[config.mk]
export PLATFORM = sky130hd
export DESIGN_NAME = uart_prog_loader
export DESIGN_NICKNAME = d
export VERILOG_FILES = /design/src/rtl/uart_prog_loader.sv
export SDC_FILE = /design/constraint.sdc
export NUM_CORES = 1
export LEC_CHECK = 0
export BUFFER_PORTS_ARGS = -buffer_cell sky130_fd_sc_hd__buf_4
export CORE_AREA = 2 2 101 103
export DETAILED_ROUTE_END_ITERATION = 12
export DIE_AREA = 0 0 103 105
export GPL_TIMING_DRIVEN = 0
export PLACE_DENSITY = 0.75
export SLEW_MARGIN = 20
export SYNTH_ARGS = -nofsm -noshare
export SYNTH_HDL_FRONTEND = slang
export SYNTH_SLANG_ARGS = --single-unit
[constraint.sdc]
create_clock -name clk -period 6.4 [get_ports clk]
set_input_delay 0.64 -clock clk [delete_from_list [all_inputs] [get_ports clk]]
set_output_delay 0.64 -clock clk [all_outputs]
set_load 0.02 [all_outputs]
[src/rtl/uart_prog_loader.sv]
// UART boot loader: packs 8N1 bytes into little-endian 32-bit words and issues
// auto-incrementing word writes. Define UPG_ECHO_EN to echo received bytes on upg_tx_o.
module uart_prog_loader #(
    parameter int unsigned CLKS_PER_BIT = 78,
    parameter int unsigned IDLE_BITS    = 4096,
    parameter int unsigned ADDR_W       = 15
) (
    input  logic              clk,
    input  logic              rst,
    input  logic              rx,
    output logic              upg_wen_o,
    output logic [ADDR_W-1:0] upg_adr_o,
    output logic [31:0]       upg_dat_o,
    output logic              upg_done_o,
    output logic              upg_tx_o,
    output logic              frame_err_o
);

    localparam int unsigned TMR_W = $clog2(CLKS_PER_BIT);
    localparam int unsigned IDL_W = $clog2(IDLE_BITS + 1);
    localparam logic [TMR_W-1:0]  TMR_HALF = TMR_W'(CLKS_PER_BIT / 2);
    localparam logic [TMR_W-1:0]  TMR_LAST = TMR_W'(CLKS_PER_BIT - 1);
    localparam logic [IDL_W-1:0]  IDL_LAST = IDL_W'(IDLE_BITS - 1);
    localparam logic [ADDR_W-1:0] ADR_MAX  = '1;

    typedef enum logic [1:0] {
        RX_IDLE,
        RX_START,
        RX_DATA,
        RX_STOP
    } rx_state_e;

    logic              rx_meta_q, rx_meta_d;
    logic              rxs_q, rxs_d;
    logic              rxs_prev_q, rxs_prev_d;
    rx_state_e         state_q, state_d;
    logic [TMR_W-1:0]  bit_tmr_q, bit_tmr_d;
    logic [2:0]        bit_idx_q, bit_idx_d;
    logic [7:0]        byte_q, byte_d;
    logic [23:0]       lanes_q, lanes_d;
    logic [1:0]        byte_cnt_q, byte_cnt_d;
    logic              wen_q, wen_d;
    logic [31:0]       dat_q, dat_d;
    logic [ADDR_W-1:0] word_cnt_q, word_cnt_d;
    logic              done_q, done_d;
    logic              ferr_q, ferr_d;
    logic              got_byte_q, got_byte_d;
    logic [TMR_W-1:0]  idle_cyc_q, idle_cyc_d;
    logic [IDL_W-1:0]  idle_bits_q, idle_bits_d;
    logic              byte_vld_c;
    logic              rx_fall_c;
    logic              idle_run_c;

    assign rx_fall_c  = rxs_prev_q & ~rxs_q;
    assign idle_run_c = got_byte_q & ~done_q & (state_q == RX_IDLE);

    // Receiver: synchroniser, start-bit qualification, mid-bit sampling.
    always_comb begin
        rx_meta_d  = rx;
        rxs_d      = rx_meta_q;
        rxs_prev_d = rxs_q;
        state_d    = state_q;
        bit_tmr_d  = bit_tmr_q + TMR_W'(1);
        bit_idx_d  = bit_idx_q;
        byte_d     = byte_q;
        ferr_d     = ferr_q;
        byte_vld_c = 1'b0;
        case (state_q)
            RX_IDLE: begin
                bit_tmr_d = '0;
                bit_idx_d = '0;
                if (rx_fall_c) state_d = RX_START;
            end
            RX_START: begin
                if (bit_tmr_q == TMR_HALF) begin
                    bit_tmr_d = '0;
                    state_d   = rxs_q ? RX_IDLE : RX_DATA;
                end
            end
            RX_DATA: begin
                if (bit_tmr_q == TMR_LAST) begin
                    bit_tmr_d = '0;
                    byte_d    = {rxs_q, byte_q[7:1]};
                    bit_idx_d = bit_idx_q + 3'd1;
                    if (bit_idx_q == 3'd7) state_d = RX_STOP;
                end
            end
            RX_STOP: begin
                if (bit_tmr_q == TMR_LAST) begin
                    state_d = RX_IDLE;
                    if (rxs_q) byte_vld_c = 1'b1;
                    else       ferr_d     = 1'b1;
                end
            end
            default: state_d = RX_IDLE;
        endcase
        // Once loading is complete the line is ignored entirely.
        if (done_q) begin
            state_d    = RX_IDLE;
            byte_vld_c = 1'b0;
            ferr_d     = ferr_q;
        end
    end

    // Word assembly, write strobe, address counter and idle timeout.
    always_comb begin
        lanes_d     = lanes_q;
        byte_cnt_d  = byte_cnt_q;
        wen_d       = 1'b0;
        dat_d       = dat_q;
        word_cnt_d  = word_cnt_q;
        done_d      = done_q;
        got_byte_d  = got_byte_q | byte_vld_c;
        idle_cyc_d  = idle_cyc_q;
        idle_bits_d = idle_bits_q;

        if (byte_vld_c) begin
            byte_cnt_d = byte_cnt_q + 2'd1;
            case (byte_cnt_q)
                2'd0:    lanes_d[7:0]   = byte_q;
                2'd1:    lanes_d[15:8]  = byte_q;
                2'd2:    lanes_d[23:16] = byte_q;
                default: begin
                    wen_d = 1'b1;
                    dat_d = {byte_q, lanes_q};
                end
            endcase
        end

        if (wen_q) begin
            if (word_cnt_q == ADR_MAX) done_d = 1'b1;
            else                       word_cnt_d = word_cnt_q + ADDR_W'(1);
        end

        // A falling edge always restarts the idle measurement, even on a timeout cycle.
        if (rx_fall_c) begin
            idle_cyc_d  = '0;
            idle_bits_d = '0;
        end else if (idle_run_c) begin
            if (idle_cyc_q == TMR_LAST) begin
                idle_cyc_d = '0;
                if (idle_bits_q == IDL_LAST) begin
                    done_d     = 1'b1;
                    byte_cnt_d = '0;
                end else begin
                    idle_bits_d = idle_bits_q + IDL_W'(1);
                end
            end else begin
                idle_cyc_d = idle_cyc_q + TMR_W'(1);
            end
        end
    end

    always_ff @(posedge clk or negedge rst) begin
        if (!rst) begin
            rx_meta_q   <= 1'b1;
            rxs_q       <= 1'b1;
            rxs_prev_q  <= 1'b1;
            state_q     <= RX_IDLE;
            bit_tmr_q   <= '0;
            bit_idx_q   <= '0;
            byte_q      <= '0;
            lanes_q     <= '0;
            byte_cnt_q  <= '0;
            wen_q       <= 1'b0;
            dat_q       <= '0;
            word_cnt_q  <= '0;
            done_q      <= 1'b0;
            ferr_q      <= 1'b0;
            got_byte_q  <= 1'b0;
            idle_cyc_q  <= '0;
            idle_bits_q <= '0;
        end else begin
            rx_meta_q   <= rx_meta_d;
            rxs_q       <= rxs_d;
            rxs_prev_q  <= rxs_prev_d;
            state_q     <= state_d;
            bit_tmr_q   <= bit_tmr_d;
            bit_idx_q   <= bit_idx_d;
            byte_q      <= byte_d;
            lanes_q     <= lanes_d;
            byte_cnt_q  <= byte_cnt_d;
            wen_q       <= wen_d;
            dat_q       <= dat_d;
            word_cnt_q  <= word_cnt_d;
            done_q      <= done_d;
            ferr_q      <= ferr_d;
            got_byte_q  <= got_byte_d;
            idle_cyc_q  <= idle_cyc_d;
            idle_bits_q <= idle_bits_d;
        end
    end

    assign upg_wen_o   = wen_q;
    assign upg_adr_o   = word_cnt_q;
    assign upg_dat_o   = dat_q;
    assign upg_done_o  = done_q;
    assign frame_err_o = ferr_q;

`ifdef UPG_ECHO_EN
    typedef enum logic [1:0] {
        TX_IDLE,
        TX_START,
        TX_DATA,
        TX_STOP
    } tx_state_e;

    tx_state_e        tx_state_q, tx_state_d;
    logic [TMR_W-1:0] tx_tmr_q, tx_tmr_d;
    logic [2:0]       tx_idx_q, tx_idx_d;
    logic [7:0]       tx_sh_q, tx_sh_d;
    logic             tx_q, tx_d;
    logic [7:0]       ebuf_q, ebuf_d;
    logic             ebuf_full_q, ebuf_full_d;

    // One-entry echo buffer feeding an 8N1 transmitter; overflow bytes skip the echo.
    always_comb begin
        tx_state_d  = tx_state_q;
        tx_tmr_d    = tx_tmr_q + TMR_W'(1);
        tx_idx_d    = tx_idx_q;
        tx_sh_d     = tx_sh_q;
        tx_d        = tx_q;
        ebuf_d      = ebuf_q;
        ebuf_full_d = ebuf_full_q;
        if (byte_vld_c && !ebuf_full_q) begin
            ebuf_d      = byte_q;
            ebuf_full_d = 1'b1;
        end
        case (tx_state_q)
            TX_IDLE: begin
                tx_d     = 1'b1;
                tx_tmr_d = '0;
                if (ebuf_full_q) begin
                    tx_sh_d     = ebuf_q;
                    ebuf_full_d = 1'b0;
                    tx_d        = 1'b0;
                    tx_state_d  = TX_START;
                end
            end
            TX_START: begin
                if (tx_tmr_q == TMR_LAST) begin
                    tx_tmr_d   = '0;
                    tx_idx_d   = '0;
                    tx_d       = tx_sh_q[0];
                    tx_state_d = TX_DATA;
                end
            end
            TX_DATA: begin
                if (tx_tmr_q == TMR_LAST) begin
                    tx_tmr_d = '0;
                    if (tx_idx_q == 3'd7) begin
                        tx_d       = 1'b1;
                        tx_state_d = TX_STOP;
                    end else begin
                        tx_d     = tx_sh_q[1];
                        tx_sh_d  = {1'b0, tx_sh_q[7:1]};
                        tx_idx_d = tx_idx_q + 3'd1;
                    end
                end
            end
            TX_STOP: begin
                if (tx_tmr_q == TMR_LAST) tx_state_d = TX_IDLE;
            end
            default: tx_state_d = TX_IDLE;
        endcase
    end

    always_ff @(posedge clk or negedge rst) begin
        if (!rst) begin
            tx_state_q  <= TX_IDLE;
            tx_tmr_q    <= '0;
            tx_idx_q    <= '0;
            tx_sh_q     <= '0;
            tx_q        <= 1'b1;
            ebuf_q      <= '0;
            ebuf_full_q <= 1'b0;
        end else begin
            tx_state_q  <= tx_state_d;
            tx_tmr_q    <= tx_tmr_d;
            tx_idx_q    <= tx_idx_d;
            tx_sh_q     <= tx_sh_d;
            tx_q        <= tx_d;
            ebuf_q      <= ebuf_d;
            ebuf_full_q <= ebuf_full_d;
        end
    end

    assign upg_tx_o = tx_q;
`else
    assign upg_tx_o = 1'b1;
`endif

endmodule

* After elaboration in Yosys (flattened, before gate mapping)
Cells that the tools add are included.
Cells by class: mux-type cells 37, $add $sub $neg 6, bitwise operators 8, equality and inequality tests 18, reduce and logical (&&, ||, !) cells 16
Operators with widths (number):
- 13-bit 2-to-1 mux | 4
- 7-bit 2-to-1 mux | 5
- 2-bit 2-to-1 mux | 12
- 7-bit one-hot mux with 3 select lines | 1
- 15-bit by 1-bit adder with 15-bit output, second input constant | 1
- 15-bit equality test, second input constant | 1
- 3-bit inequality test, second input constant | 5
- 7-bit by 1-bit adder with 7-bit output, second input constant | 2
- 7-bit equality test, second input constant | 2
- 2-bit AND reduction | 7
- 13-bit by 1-bit adder with 13-bit output, second input constant | 1
- 13-bit by 12-bit equality test with 1-bit output, second input constant | 1
- 1-bit 2-to-1 mux | 12
- 2-bit one-hot mux with 4 select lines | 1
- 7-bit by 6-bit equality test with 1-bit output, second input constant | 1
- 2-bit equality test, second input constant | 3
- 3-bit one-hot mux with 2 select lines | 1
- 2-bit nonzero test | 3
- 5-bit AND reduction | 1
- 2-bit by 1-bit equality test with 1-bit output, second input constant | 2
- 2-bit zero test | 2
- 2-bit inequality test, second input constant | 2
- 1-bit NOT | 4
- 4-bit AND reduction | 1
- 8 further kinds | 10
Storage, ports and cells: input port bits 3, output and inout bits 51, register bits after elaboration 120, logic and storage cells 104

* Logic depth before layout (Yosys ltp)
Gate-level depths: netlist of run 1.
depth after elaboration 9, mapped depth 8, mapped depth without buffers 7

* Worst setup path after synthesis of run 1
Ideal clock, no wire load.
kind register -> register, from reg done_q (netlist: upg_done_o), to reg idle_cyc_q[5], setup slack 4.325 ns, required time 6.322 ns, cell stages (with the launch flop) 6, library setup time 0.078 ns, period minus slack after synthesis 2.075 ns, data arrival time 1.996 ns, path buffers 2, path through dfrtp_1 -> buf_2 -> or4b_2 -> buf_2 -> or4_1 -> a21oi_1
On the way: longest elaborated chain between the ends 4
RTL lines:
- start, declared | RTL line 45 | logic done_q, done_d;
- start signal, assigned | RTL line 186 | done_q <= done_d;
- 1-bit NOT (no line)
- 1-bit AND (2 in series) | RTL line 55 | assign idle_run_c = got_byte_q & ~done_q & (state_q == RX_IDLE);
- 2-bit nonzero test (no line)
- end signal, assigned | RTL line 189 | idle_cyc_q <= idle_cyc_d;
- end, declared | RTL line 48 | logic [TMR_W-1:0] idle_cyc_q, idle_cyc_d;
No other way between the ends. A chain may end at the register's enable or synchronous reset.

* Final worst setup path of run 1
from reg idle_bits_q[0], to reg idle_bits_q[0]
On the way: longest elaborated chain between the ends 5, elaborated cells on any way between the ends 8, those cells by class 1 x add/sub; 2 x eq/ne; 4 x mux; 1 x reduce/logical
RTL lines:
- start, declared | RTL line 49 | logic [IDL_W-1:0] idle_bits_q, idle_bits_d;
- start signal, assigned | RTL line 190 | idle_bits_q <= idle_bits_d;
- 13-bit by 1-bit adder with 13-bit output | RTL line 146 | idle_bits_d = idle_bits_q + IDL_W'(1);
- 13-bit 2-to-1 mux | RTL line 142 | if (idle_bits_q == IDL_LAST) begin
- 13-bit 2-to-1 mux | RTL line 140 | if (idle_cyc_q == TMR_LAST) begin
- 13-bit 2-to-1 mux | RTL line 139 | end else if (idle_run_c) begin
- 13-bit 2-to-1 mux | RTL line 136 | if (rx_fall_c) begin
Several ways; a longest one is shown, not always the timed one. The select of a mux whose other input is x is not followed.

==> flow_summary.rst, run 1 <==
.. list-table::
   :header-rows: 1

   * - Metric
     - Value
   * - Result of the run
     - finished, final reports clean
   * - Final worst path period share
     - 0.385
   * - Total routing usage reported by global routing
     - 0.205
   * - Number of synthesized flops with an enable pin
     - 0
   * - Clock root buffer
     - clkbuf_8
   * - Number of buffers between clock root and the deepest sink
     - 2
   * - Setup CP Type
     - flip-flop to flip-flop
   * - Sequential Area
     - 3010 sq um
   * - Total vias in the final route
     - approximately 3500
   * - Initial drt markers
     - around 120
   * - End of the worst register-to-register path
     - idle_bits_q[0]$_DFFE_PN0P_
   * - Peak supply drop
     - between 0.2 and 0.25 mV
   * - Signal arrival time at the worst endpoint
     - ~2.8 ns
   * - Reg2reg setup slack
     - between 3 and 4 ns
   * - Diode count
     - 0
   * - Final WL
     - just over 10000 um
   * - Syn Inst Count
     - slightly above 400
   * - Crit path largest cell delay
     - a little over 1 ns
   * - Largest fanout on the critical path
     - 8
   * - Launching element type of the critical path
     - flip-flop
   * - Count of buffers from port buffering
     - 52
   * - Adder and majority gate portion of the synthesized area
     - 0.0282
   * - Core outline area
     - around 9600 sq um
   * - Number of maximum-capacitance constraint violations
     - 0
   * - Cell Chain, Critical Path
     - ha_1 -> nand3_1 -> nor4_1 -> nor2_1 -> xnor2_1 -> nor2_1
   * - Synthesized area per cell
     - 12.8 sq um
   * - Count of buffers added by post-CTS timing repair for setup
     - 0
   * - Leakage power of the design
     - 0.00323 uW
   * - Fmax achieved
     - ~0.41 GHz
   * - Top cell type's share of synthesized area
     - 0.549
   * - Fraction of the yosys area taken by sequential cells
     - 0.564
   * - Layout Nets
     - 502
   * - Number of pins with negative max-slew slack in the final report
     - 0
   * - Yosys top cell by area
     - dfrtp_1
   * - Cell with the most instances on the worst path
     - nor2_1
   * - Total Die Area
     - 10800 sq um
   * - Final hold viol count
     - 0
   * - Clock skew
     - around 0.0068 ns
   * - H-tree levels
     - 4
   * - Setup total negative slack
     - 0 ns
   * - Clock Pin Slew Worst Setup and Hold Paths
     - approximately 0.060 ns
   * - Clk sinks
     - 120
   * - Power per cell area
     - ~270 nW/um^2
   * - Initial core utilization
     - 0.553
   * - Number of fill cells in the layout
     - about 720
   * - Cell with the largest stage delay on the worst path
     - nor4_1
   * - Worst flop-to-flop path startpoint
     - idle_bits_q[0]$_DFFE_PN0P_
   * - Unrepaired setup endpoints after global routing
     - no
   * - Worst min-delay path class
     - input pin to asynchronous set/reset pin
   * - Standard-cell row count
     - 36
   * - CTS Buf Count
     - 17
   * - Detailed placement HPWL
     - roughly 6700 um
   * - Commonest register cell after synthesis
     - dfrtp_1
   * - Worst-margin pin slew
     - between 1 and 1.5 ns
   * - Clock network latency to the later pin of the worst-skew pair
     - between 0.5 and 0.6 ns
   * - Largest net degree at the start of global routing
     - between 60 and 70
   * - Top-Level Pins
     - 54
   * - Register bit total from synthesis
     - 120
   * - Die extent in y
     - roughly 110 um
   * - Dominant combinational cell family by area after synthesis
     - multiplexers
   * - Synth Net Count
     - 430
   * - Relative slew margins
     - 0.239
   * - Die Span X
     - around 100 um
   * - Count of cell types in the netlist
     - 48
   * - Synthesis-to-layout area growth
     - 21.7%
   * - Synthesized cell area
     - between 5000 and 6000 sq um
   * - DR pass1 iterations
     - 4
   * - Overflow left after global routing
     - 0
   * - Detail Route Antenna Nets
     - 0
   * - Total power of the final layout
     - around 1800 uW
   * - Top area cells in the synthesized netlist
     - dfrtp_1 (55%), mux2_4 (8.2%), mux2_2 (7.6%)
   * - Area fraction in compound gates after synthesis
     - 0.0383
   * - Initial antenna violation count
     - 0
   * - Simple-gate share of the synthesized area
     - 0.142
   * - Mux share of post-synthesis cell area
     - 0.160
   * - Element type at the critical path end
     - flip-flop
   * - GP Congestion
     - around 0.83
   * - Period minus WS final
     - 2.46 ns
   * - R2R cell count
     - 6
   * - Wire length of the first global-routing pass
     - approximately 17000 um
   * - Number of buffers inserted by hold repair at cts
     - 0
   * - Routed wire per std cell
     - around 16 um
   * - PostCTS Resize Cnt
     - 0
   * - Via count of the first global-routing pass
     - 3455
   * - Share of async-settable or async-resettable flops after synthesis
     - 1.00
   * - Via density per instance
     - about 5.5
   * - Xor and xnor area share after synthesis
     - 0.0460
   * - Layout cell share with drive strength beyond 1
     - 0.346
   * - Number of warning messages in the yosys log
     - 0
   * - Number of setup violations in the final report
     - 0
   * - Required time of the critical path
     - just under 7 ns
   * - DRC violations left
     - 0
   * - Area of the multi-input gates
     - 2210 sq um
   * - TritonCTS clock tree
     - built
## Yosys cell counts, types with 6 or more instances
cell / count
nand2_1: 14
ha_1: 12
xnor2_1: 25
nand3_1: 18
inv_1: 7
nand4_1: 9
mux2_2: 36
nor3_1: 9
nor4_1: 9
dfrtp_1: 117
a21oi_1: 13
mux2_4: 29
clkbuf_1: 6
o21ai_0: 7
nor2_1: 38
## critical path, delay by kind of cell, from the launching register on
| kind | cells | cell delay [ns] |
|---|---|---|
| XOR/XNOR | 1 | 0.21 |
| adder cells (fa/ha/maj) | 1 | 0.19 |
| flip-flops | 1 | 0.41 |
| AND/OR/NAND/NOR | 4 | 1.52 |
## registers in the layout, indices dropped and copies added, names as in the netlist, 2 cells and up
signal	flops
upg_dat_o	32
lanes_q	24
upg_adr_o	15
idle_bits_q	13
byte_q	8
bit_tmr_q	7
idle_cyc_q	7
bit_idx_q	3
byte_cnt_q	2
state_q	2
## power breakdown
group / switching, uW / leakage [uW] / internal, uW / total (uW)
Combinational: 45.9 / 0.00130 / 26.0 / 71.9
Sequential: 18.6 / 0.00166 / 777 / 795
Clock: 352 / 0.000266 / 553 / 905
Total: 416 / 0.00323 / 1360 / 1770
## layout by cell type (no fill, tap or decap), drive strengths merged, types with 4 or more instances in the layout
| cell | netlist | final |
|---|---|---|
| clkinv | 0 | 6 |
| xnor2 | 25 | 25 |
| nor4 | 10 | 10 |
| a22o | 5 | 5 |
| nand3 | 19 | 19 |
| nand2 | 17 | 17 |
| mux2 | 65 | 65 |
| a21oi | 13 | 13 |
| nor3b | 4 | 4 |
| nor2 | 38 | 38 |
| ha | 12 | 12 |
| clkbuf | 6 | 23 |
| o21ai | 7 | 7 |
| buf | 9 | 62 |
| and4 | 4 | 4 |
| clkinvlp | 0 | 5 |
| and3 | 5 | 5 |
| inv | 7 | 9 |
| nor3 | 9 | 9 |
| nand4 | 9 | 9 |
| dfrtp | 117 | 117 |
## cells by family (layout without fill, tap and decap cells)
| logic type | count (synthesis) | after routing |
|---|---|---|
| simple gates | 133 | 133 |
| flops | 120 | 120 |
| mux | 66 | 66 |
| compound gates | 33 | 33 |
| xor+xnor | 28 | 28 |
| buf+inv | 22 | 107 |
| fa+ha+maj | 12 | 12 |
| other cells | 1 | 1 |
## layout make-up
cell class | count | share of cell area
flip-flops and latches | 120 | 0.464
multi-input cells | 273 | 0.341
repair buffers | 53 | 0.0650
clock buffers | 17 | 0.0639
well taps | 133 | 0.0257
clock inverters | 15 | 0.0235
plain buffers | 15 | 0.0137
inverters | 7 | 0.00405
## per-layer routing
metal  GRT usage  wire length [um]
met5           0                 0
met4      0.0376                81
met3      0.0656               388
met2       0.323              5150
met1       0.282              4730
## how the worst max path moves through the flow
| stage | from | end | depth (start not counted) |
|---|---|---|---|
| global route | idle_bits_q[0]$_DFFE_PN0P_ | idle_bits_q[0]$_DFFE_PN0P_ | 6 |
| CTS | idle_bits_q[0]$_DFFE_PN0P_ | idle_bits_q[5]$_DFFE_PN0P_ | 6 |
| floorplan | upg_done_o$_DFF_PN0_ | idle_cyc_q[5]$_DFFE_PN0P_ | 5 |
| global placement | idle_bits_q[0]$_DFFE_PN0P_ | idle_bits_q[5]$_DFFE_PN0P_ | 6 |
| detailed placement | idle_bits_q[0]$_DFFE_PN0P_ | idle_bits_q[5]$_DFFE_PN0P_ | 6 |
| finish | idle_bits_q[0]$_DFFE_PN0P_ | idle_bits_q[0]$_DFFE_PN0P_ | 6 |
## metrics by stage
| step | cell area (sq um) | utilization | setup WS [ns] | hold WS, ns | std cells |
|---|---|---|---|---|---|
| 6_report | 6490 | 0.673 | 3.94 | 0.0780 | 633 |
| 3_3_place_gp | 5890 | 0.611 | 4.07 | 0.346 | 600 |
| 3_5_place_dp | 5920 | 0.614 | 4.00 | 0.347 | 601 |
| 5_1_grt | 6490 | 0.673 | 3.78 | 0.0936 | 633 |
| 2_1_floorplan | 5330 | - | 4.33 | 0.344 | 415 |
| 4_1_cts | 6490 | 0.673 | 3.98 | 0.0861 | 633 |
Note: power is estimated with default switching activity, not from simulation.
==> run 2: changes to the inputs <==
==> constraint.sdc (replaced) <==
create_clock -name clk -period 2.3 [get_ports clk]
set_input_delay 0.23 -clock clk [delete_from_list [all_inputs] [get_ports clk]]
set_output_delay 0.23 -clock clk [all_outputs]
set_load 0.02 [all_outputs]
==> run 2 against run 1 <==
Against the previous run:
- combinational power grew to 2.8 times the previous value
- die area unchanged
- sequential share of layout area fell by 0.54 points
- largest power group unchanged
==> flow_summary.rst, run 2 (same netlist as run 1, synthesis figures left out) <==
.. list-table::
   :header-rows: 1

   * - Metric
     - Value
   * - Relative slew margins
     - 0.565 (+0.326)
   * - Via count of the first global-routing pass
     - 3453 (-0.058%)
   * - Number of fill cells in the layout
     - 715 (-1.2%)
   * - Initial antenna violation count
     - 0 (unchanged)
   * - Leakage power of the design
     - 0.00326 uW (+1.1%)
   * - M3 GR Usage
     - 0.0656 (unchanged)
   * - Clock Pin Slew Worst Setup and Hold Paths
     - 0.06 ns (about the same)
   * - Routed wire per std cell
     - 16.4 um (about the same)
   * - Launching element type of the critical path
     - flip-flop
   * - Period minus WS final
     - 2.12 ns (-0.337 ns)
   * - Number of setup violations in the final report
     - 0 (unchanged)
   * - Number of flip-flops under the largest register name
     - 32 (unchanged)
   * - Crit path largest cell delay
     - 0.40 ns (-0.63 ns)
   * - Element type at the critical path end
     - flip-flop
   * - Worst hold margin
     - 0.243 ns (+0.165 ns)
   * - Cell with the largest stage delay on the worst path
     - dfrtp_1
   * - Initial drt markers
     - 128 (+11%)
   * - Number of buffer and inverter instances along the worst setup path
     - 2 (+2)
   * - Clock skew
     - 0.00840 ns (+0.00164 ns)
   * - Total vias in the final route
     - 3468 (+0.14%)
   * - Cell Chain, Critical Path
     - clkbuf_1 -> nand2_1 -> nor2_1 -> and4b_1 -> buf_2 -> mux2_2
   * - Worst min-delay path class
     - input pin to asynchronous set/reset pin
   * - Number of maximum-capacitance constraint violations
     - 0 (unchanged)
   * - Number of buffers between clock root and the deepest sink
     - 2 (unchanged)
   * - Clk sinks
     - 120 (unchanged)
   * - Detail Route Antenna Nets
     - 0 (unchanged)
   * - Area of the multi-input gates
     - 2250 sq um (+1.9%)
   * - H-tree levels
     - 4 (unchanged)
   * - Fmax achieved
     - 0.471 GHz (+16%)
   * - Count of buffers from port buffering
     - 52 (unchanged)
   * - DR pass1 iterations
     - 5 (+1)
   * - Layout Nets
     - 506 (+0.80%)
   * - Core outline area
     - 9640 sq um (unchanged)
   * - Synthesis-to-layout area growth
     - 23.1%
   * - Detailed placement HPWL
     - 6720 um (unchanged)
   * - Cell family with the largest share of critical-path delay
     - simple AND/OR/NAND/NOR gates
   * - Die extent in y
     - 105 um (unchanged)
   * - Largest net degree at the start of global routing
     - 67 (unchanged)
   * - Result of the run
     - finished, final reports clean
   * - Setup total negative slack
     - 0 ns (unchanged)
   * - Grt met2 use
     - 0.324 (+0.00139)
   * - Most common library cell in the layout ignoring fill and taps
     - dfrtp_1
   * - Clock network latency to the later pin of the worst-skew pair
     - 0.51 ns (about the same)
   * - Peak supply drop
     - 0.632 mV (+180%)
   * - Instance area at placement
     - 5920 sq um (unchanged)
   * - Total Die Area
     - 10800 sq um (unchanged)
   * - Initial core utilization
     - 0.553 (unchanged)
   * - Number of pins with negative max-slew slack in the final report
     - 0 (unchanged)
   * - Peak-usage layer in the global routing report
     - met2
   * - Setup CP Type
     - flip-flop to flip-flop
   * - Standard-cell row count
     - 36 (unchanged)
   * - Via density per instance
     - 5.44 (-0.48%)
   * - Clock root buffer
     - clkbuf_8
   * - Final standard cell area without fillers
     - 6560 sq um (+1.2%)
   * - Top-Level Pins
     - 54 (unchanged)
   * - Die Span X
     - 103 um (unchanged)
   * - Final worst path period share
     - 0.924 (+0.539)
   * - Signal arrival time at the worst endpoint
     - 2.51 ns (-0.33 ns)
   * - Worst-margin pin slew
     - 0.648 ns (-0.483 ns)
   * - Largest fanout on the critical path
     - 10 (+2)
   * - Unrepaired setup endpoints after global routing
     - no
   * - Final WL
     - 10400 um (+0.61%)
   * - Sequential Area
     - 3010 sq um (unchanged)
   * - Overflow left after global routing
     - 0 (unchanged)
   * - Highest-count cells in the layout ignoring fill and taps
     - dfrtp_1 (117), buf_4 (54), nor2_1 (38), mux2_2 (36), mux2_4 (29)
   * - CTS Buf Count
     - 17 (unchanged)
   * - Total routing usage reported by global routing
     - 0.205 (+0.000391)
   * - Wire length of the first global-routing pass
     - 17300 um (+0.16%)
   * - Diode count
     - 0 (unchanged)
   * - Required time of the critical path
     - 2.68 ns (-4.10 ns)
   * - Final hold viol count
     - 0 (unchanged)
   * - GP Congestion
     - 0.825 (unchanged)
   * - TritonCTS clock tree
     - built
   * - Power per cell area
     - 752 nW/um^2 (+180%)
   * - DRC violations left
     - 0 (unchanged)
   * - GRT met1 Usage
     - 0.282 (about the same)
   * - Final core area utilization
     - 0.681 (+0.00792)
   * - Layout cell share with drive strength beyond 1
     - 0.355 (+0.00916)
## run 2: changes by cell type in the layout (fill, tap and decap cells not counted)
cell           change
buf_4              +2
dlygate4sd3_1      +2
nor4_1             -2
nor3_1             -1
nor3_2             +1
nor4_2             +1
nor4_4             +1
nor4b_1            -1
nor4b_4            +1
## run 2: area by class of cell
class,instances,share of cell area
Buffer,15,0.0135
Clock buffer,17,0.0631
Clock inverter,15,0.0233
Inverter,7,0.00400
Multi-Input combinational cell,273,0.343
Sequential cell,120,0.458
Tap cell,133,0.0254
Timing Repair Buffer,57,0.0696
## run 2: stage by stage
stage	cells	setup slack (ns)	power, uW
detailed placement	601	-0.0971	2450
floorplan	415	0.225	2370
global placement	600	-0.0288	2430
finish	637	0.176	4940
global route	637	0.00620	5120
CTS	635	0.0207	4980
## run 2: path summary, 6_finish.rpt
path,from,end,slack (ns),depth (start not counted)
worst max-delay path,state_q[0]$_DFFE_PN0P_,lanes_q[19]$_DFFE_PN0P_,0.18,6
worst min-delay path,rst,bit_tmr_q[3]$_DFF_PN0_,0.24,2
worst max register to register,state_q[0]$_DFFE_PN0P_,lanes_q[19]$_DFFE_PN0P_,0.18,6
worst min register to register,rx_meta_q$_DFF_PN1_,rxs_prev_d$_DFF_PN1_,0.36,0
max in group asynchronous,rst,rxs_prev_q$_DFF_PN1_,1.35,3
min in group clk,rx_meta_q$_DFF_PN1_,rxs_prev_d$_DFF_PN1_,0.36,0
## run 2: routing by layer
layer	wire (um)	part of all wire
met1	4730	0.45
met2	5250	0.50
met3	361	0.035
met4	74	0.0071
met5	0	0
## run 2: report_power, final
| group | leakage [uW] | switching, uW | internal, uW |
|---|---|---|---|
| Clock | 0.000266 | 979 | 1540 |
| Sequential | 0.00166 | 52.7 | 2160 |
| Combinational | 0.00134 | 129 | 74.8 |
| Total | 0.00326 | 1160 | 3780 |
## run 2: repair_timing
item | 4_1_cts | 5_1_grt
gates cloned | 0 | 0
resized for setup | 1 | 5
endpoints found under the setup margin | 8 | 51
buffers inserted | 0 | 2
hold buffers | 2 | 0
pin swaps | 0 | 1
hold endpoints to repair | 53 | 0
